[src/rtl/uart_tx_arbiter.sv]
// Two-requester arbiter feeding one UART transmitter, with message locking.
// Optional lock-revocation watchdog enabled by defining UART_ARB_LOCK_TIMEOUT_EN.
module uart_tx_arbiter #(
  parameter int unsigned LOCK_TIMEOUT = 1024
) (
  input  logic       clk,
  input  logic       reset,
  input  logic [1:0] req_valid,
  input  logic [7:0] req_data0,
  input  logic [7:0] req_data1,
  input  logic [1:0] req_last,
  output logic [1:0] req_ready,
  output logic [7:0] tx_data,
  output logic       tx_start,
  input  logic       tx_busy,
  output logic       owner,
  output logic       locked,
  output logic       lock_err
);

  typedef enum logic [1:0] {IDLE, START, WAIT_ACK, WAIT_DONE} state_t;

  state_t state;
  logic   grant;
  logic   accept;
  logic   expire;

  if (LOCK_TIMEOUT == 0) begin : g_bad_timeout
    $error("LOCK_TIMEOUT must be nonzero");
  end

  // Locked owner keeps the grant; otherwise a lone requester wins, ties alternate.
  always_comb begin
    grant = ~owner;
    if (locked)                  grant = owner;
    else if (req_valid == 2'b01) grant = 1'b0;
    else if (req_valid == 2'b10) grant = 1'b1;
  end

  // Ready is combinational so a byte can be taken on the very first edge after reset.
  assign req_ready = (reset && state == IDLE) ? (grant ? 2'b10 : 2'b01) : 2'b00;
  assign accept    = (reset && state == IDLE) && req_valid[grant];

`ifdef UART_ARB_LOCK_TIMEOUT_EN
  localparam int unsigned CW = $clog2(LOCK_TIMEOUT + 1);

  logic [CW-1:0] stall_cnt;
  logic          stall;

  assign stall  = (state == IDLE) && locked && !req_valid[owner];
  assign expire = stall && (stall_cnt == CW'(LOCK_TIMEOUT - 1));

  // Consecutive idle cycles in which the locked owner offers nothing.
  always_ff @(posedge clk or negedge reset) begin
    if (!reset) begin
      stall_cnt <= '0;
      lock_err  <= 1'b0;
    end else begin
      lock_err <= expire;
      if (stall && !expire) stall_cnt <= stall_cnt + CW'(1);
      else                  stall_cnt <= '0;
    end
  end
`else
  assign expire   = 1'b0;
  assign lock_err = 1'b0;
`endif

  always_ff @(posedge clk or negedge reset) begin
    if (!reset) begin
      state    <= IDLE;
      owner    <= 1'b1;
      locked   <= 1'b0;
      tx_data  <= 8'h00;
      tx_start <= 1'b0;
    end else begin
      tx_start <= 1'b0;
      case (state)
        IDLE: begin
          if (accept) begin
            tx_data  <= grant ? req_data1 : req_data0;
            owner    <= grant;
            locked   <= ~req_last[grant];
            tx_start <= 1'b1;
            state    <= START;
          end else if (expire) begin
            locked <= 1'b0;
          end
        end
        START:     state <= WAIT_ACK;
        WAIT_ACK:  if (tx_busy)  state <= WAIT_DONE;
        WAIT_DONE: if (!tx_busy) state <= IDLE;
        default:   state <= IDLE;
      endcase
    end
  end

endmodule

[config.mk]
export PLATFORM = sky130hd
export DESIGN_NAME = uart_tx_arbiter
export DESIGN_NICKNAME = d
export VERILOG_FILES = /design/src/rtl/uart_tx_arbiter.sv
export SDC_FILE = /design/constraint.sdc
export NUM_CORES = 1
export LEC_CHECK = 0
export BUFFER_PORTS_ARGS = -buffer_cell sky130_fd_sc_hd__buf_2
export CORE_MARGIN = 5
export CORE_UTILIZATION = 45
export DETAILED_ROUTE_END_ITERATION = 8
export PLACE_DENSITY = 0.85
export SYNTH_ARGS = -nofsm -noshare
export SYNTH_HDL_FRONTEND = slang
export SYNTH_SLANG_ARGS = --single-unit
[constraint.sdc]
create_clock -name clk -period 2.3 [get_ports clk]
set_input_delay 0.115 -clock clk [delete_from_list [all_inputs] [get_ports clk]]
set_output_delay 0.115 -clock clk [all_outputs]
set_load 0.005 [all_outputs]
==> reports/metrics.csv <==
metric;value;unit
fillers;144;
cts_buffer_depth;2;
track_usage;13.2;%
worstHoldEndpoint;owner$_DFFE_PN1P_;
period_needed;1.85;ns
grt_pass1_wl;2710;um
syn_to_final_growth;28.2;%
insertion_delay;0.26;ns
nNetsFinal;128;
multi_input_area;435;sq um
max_freq;542;MHz
maxSlewViolCount;0;
critPathArrivalTime;1.99;ns
critPathKind;input port to flop;
place_area;998;sq um
io_buffer_count;35;
cellPowerDensity;1230;nW/um^2
synth-seq-cells;13;
synth_area;807;sq um
dr_total_vias;569;
seqCellArea;327;sq um
hold_viol_final;0;
crit_path_start_kind;input port;
postCtsSetupBuffers;0;
grt_pass1_vias;665;
cp_max_fo;15;
start_util;47.3;%
num_antenna_cells;0;
synth.avg_cell_area;13.2;sq um
root_buffer;clkbuf_4;
status;completed;
min_path_cells;2;
hpwl;1210;um
r2r_end;state[1]$_DFFE_PN0P_;
antenna_found_initial;0;
clock-sinks;13;
leakage;0.546;nW
overflow;0;
rows;15;
setup_viol;0;
syn_nets;88;
htree_levels;1;
async_reset_ff_share;100;%
reg2reg_slack;0.46;ns
synth_warnings;0;
numCtsBuffers;3;
gp_congestion;0.658;
dr.pass1.iters;2;
via_per_inst;4.55;
synth_edf_count;0;
maxCapViolCount;0;
io_pins;37;
peakVddDrop;0.641;mV
grt_start_max_net_pins;16;
syn_inst;61;
core;1710;sq um
drt-initial-drc-count;1;
design_area;1030;sq um
reg2regPathDepth;7;
die_w;52.4;um
rsz0062_at_grt;no;
timing.rr.start;state[0]$_DFFE_PN0P_;
die-area;2740;sq um
synth_cell_type_count;22;
clkTransAtPathRegs;0.07;ns
period_share;80.2;%
wl_per_cell;12.0;um
worstSetupEndpointType;flop;
synth-main-ff-cell;dfrtp_1;
min_path_type;input port to flop;
fin_skew;0.00186;ns
cts_tree;yes;
fin_setup_tns;0;ns
wl;1490;um
layout-drive-gt1-share;65.0;%
seq_area_frac_synth;40.5;%
cp.required;2.45;ns
worstHoldStart;req_valid[0];
drc_errors;0;
drtAntennaViolNets;0;
die_height;52.4;um
per-stage QoR:
step	hold slack [ns]	power, W	std cells	setup slack, ns	util [%]
global route	0.0716	0.00139	125	0.317	60.6
detailed placement	0.0248	0.00115	120	0.477	58.5
finish	0.0706	0.00127	125	0.454	60.6
CTS	0.0599	0.00129	125	0.440	60.6
floorplan	-0.181	0.000961	61	0.596	-
global placement	0.0169	0.00113	120	0.562	58.5
critical path, stage by stage:
cell           delay (ns)
dlygate4sd3_1        0.52
buf_2                0.29
nand2_1              0.15
a311oi_2             0.27
buf_4                0.27
o21ai_2              0.09
mux2_2               0.28
cell families (layout without fill, tap and decap cells):
logic type / after synthesis / after routing / synth area share (%)
muxes: 20 / 20 / 34.1
DFF: 13 / 13 / 40.5
AOI/OAI and AO/OA: 9 / 9 / 9.15
and+or+nand+nor: 7 / 7 / 4.03
buffers and inverters: 7 / 46 / 5.58
adders and majority gates: 4 / 4 / 6.20
other: 1 / 1 / 0.465
worst max path at each step:
stage                          from                     end  depth (start not counted)  slack [ns]
2_1_floorplan  state[0]$_DFFE_PN0P_  tx_data[0]$_DFFE_PN0P_                          6        0.60
3_3_place_gp   state[0]$_DFFE_PN0P_    state[1]$_DFFE_PN0P_                          7        0.56
3_5_place_dp   state[0]$_DFFE_PN0P_    state[1]$_DFFE_PN0P_                          7        0.48
4_1_cts                       reset    state[1]$_DFFE_PN0P_                          7        0.44
5_1_grt                       reset    state[1]$_DFFE_PN0P_                          7        0.32
6_report                      reset    state[1]$_DFFE_PN0P_                          7        0.45
sequential cells by signal, indices dropped and copies added (netlist names):
| name | cells |
|---|---|
| locked | 1 |
| owner | 1 |
| tx_start | 1 |
| tx_data | 8 |
| state | 2 |
synthesized netlist by cell type, types with 2 or more instances:
cell type,number,area share [%]
a21oi_1,3,1.9
buf_6,2,2.8
dfrtp_1,12,37
ha_1,4,6.2
inv_1,3,1.4
mux2_2,4,5.6
mux2_4,14,26
mux2i_1,2,2.5
nor2_1,4,1.9
layout by cell type, fill, tap and decap left out, drive strengths merged:
master / synthesis / final
a211oi: 1 / 1
a21oi: 4 / 4
a311oi: 1 / 1
a31oi: 1 / 1
and3: 1 / 1
buf: 3 / 37
clkbuf: 0 / 4
conb: 1 / 1
dfrtp: 12 / 12
dfstp: 1 / 1
dlygate4sd3: 0 / 1
ha: 4 / 4
inv: 4 / 4
mux2: 18 / 18
mux2i: 2 / 2
nand2: 1 / 1
nand2b: 1 / 1
nor2: 4 / 4
o21ai: 1 / 1
o21bai: 1 / 1
power by group:
| part | switching, W | internal [W] |
|---|---|---|
| sequential | 0.0000892 | 0.000351 |
| combinational | 0.000276 | 0.000424 |
| clock | 0.0000639 | 0.0000669 |
layer usage:
metal / GRT usage, % / part of all wire (%) / vias up
met5: 0 / 0 / -
met1: 15.5 / 43 / 260
li1: - / - / 287
met3: 4.56 / 9.6 / 0
met2: 22.3 / 48 / 22
met4: 3.83 / 0 / 0
final cells by class:
cell class | count | share of cell area, %
tap | 25 | 3.02
clock buffer | 4 | 2.54
timing repair buffer | 38 | 19.3
multi-input combinational | 41 | 42.1
sequential | 13 | 31.6
inverter | 4 | 1.45
repair_timing:
| item | in CTS | in global routing |
|---|---|---|
| hold buffers | 1 | 0 |
| gates resized for setup | 0 | 0 |
| endpoints found under the hold margin | 12 | 0 |
Note: power is estimated with default switching activity, not from simulation.
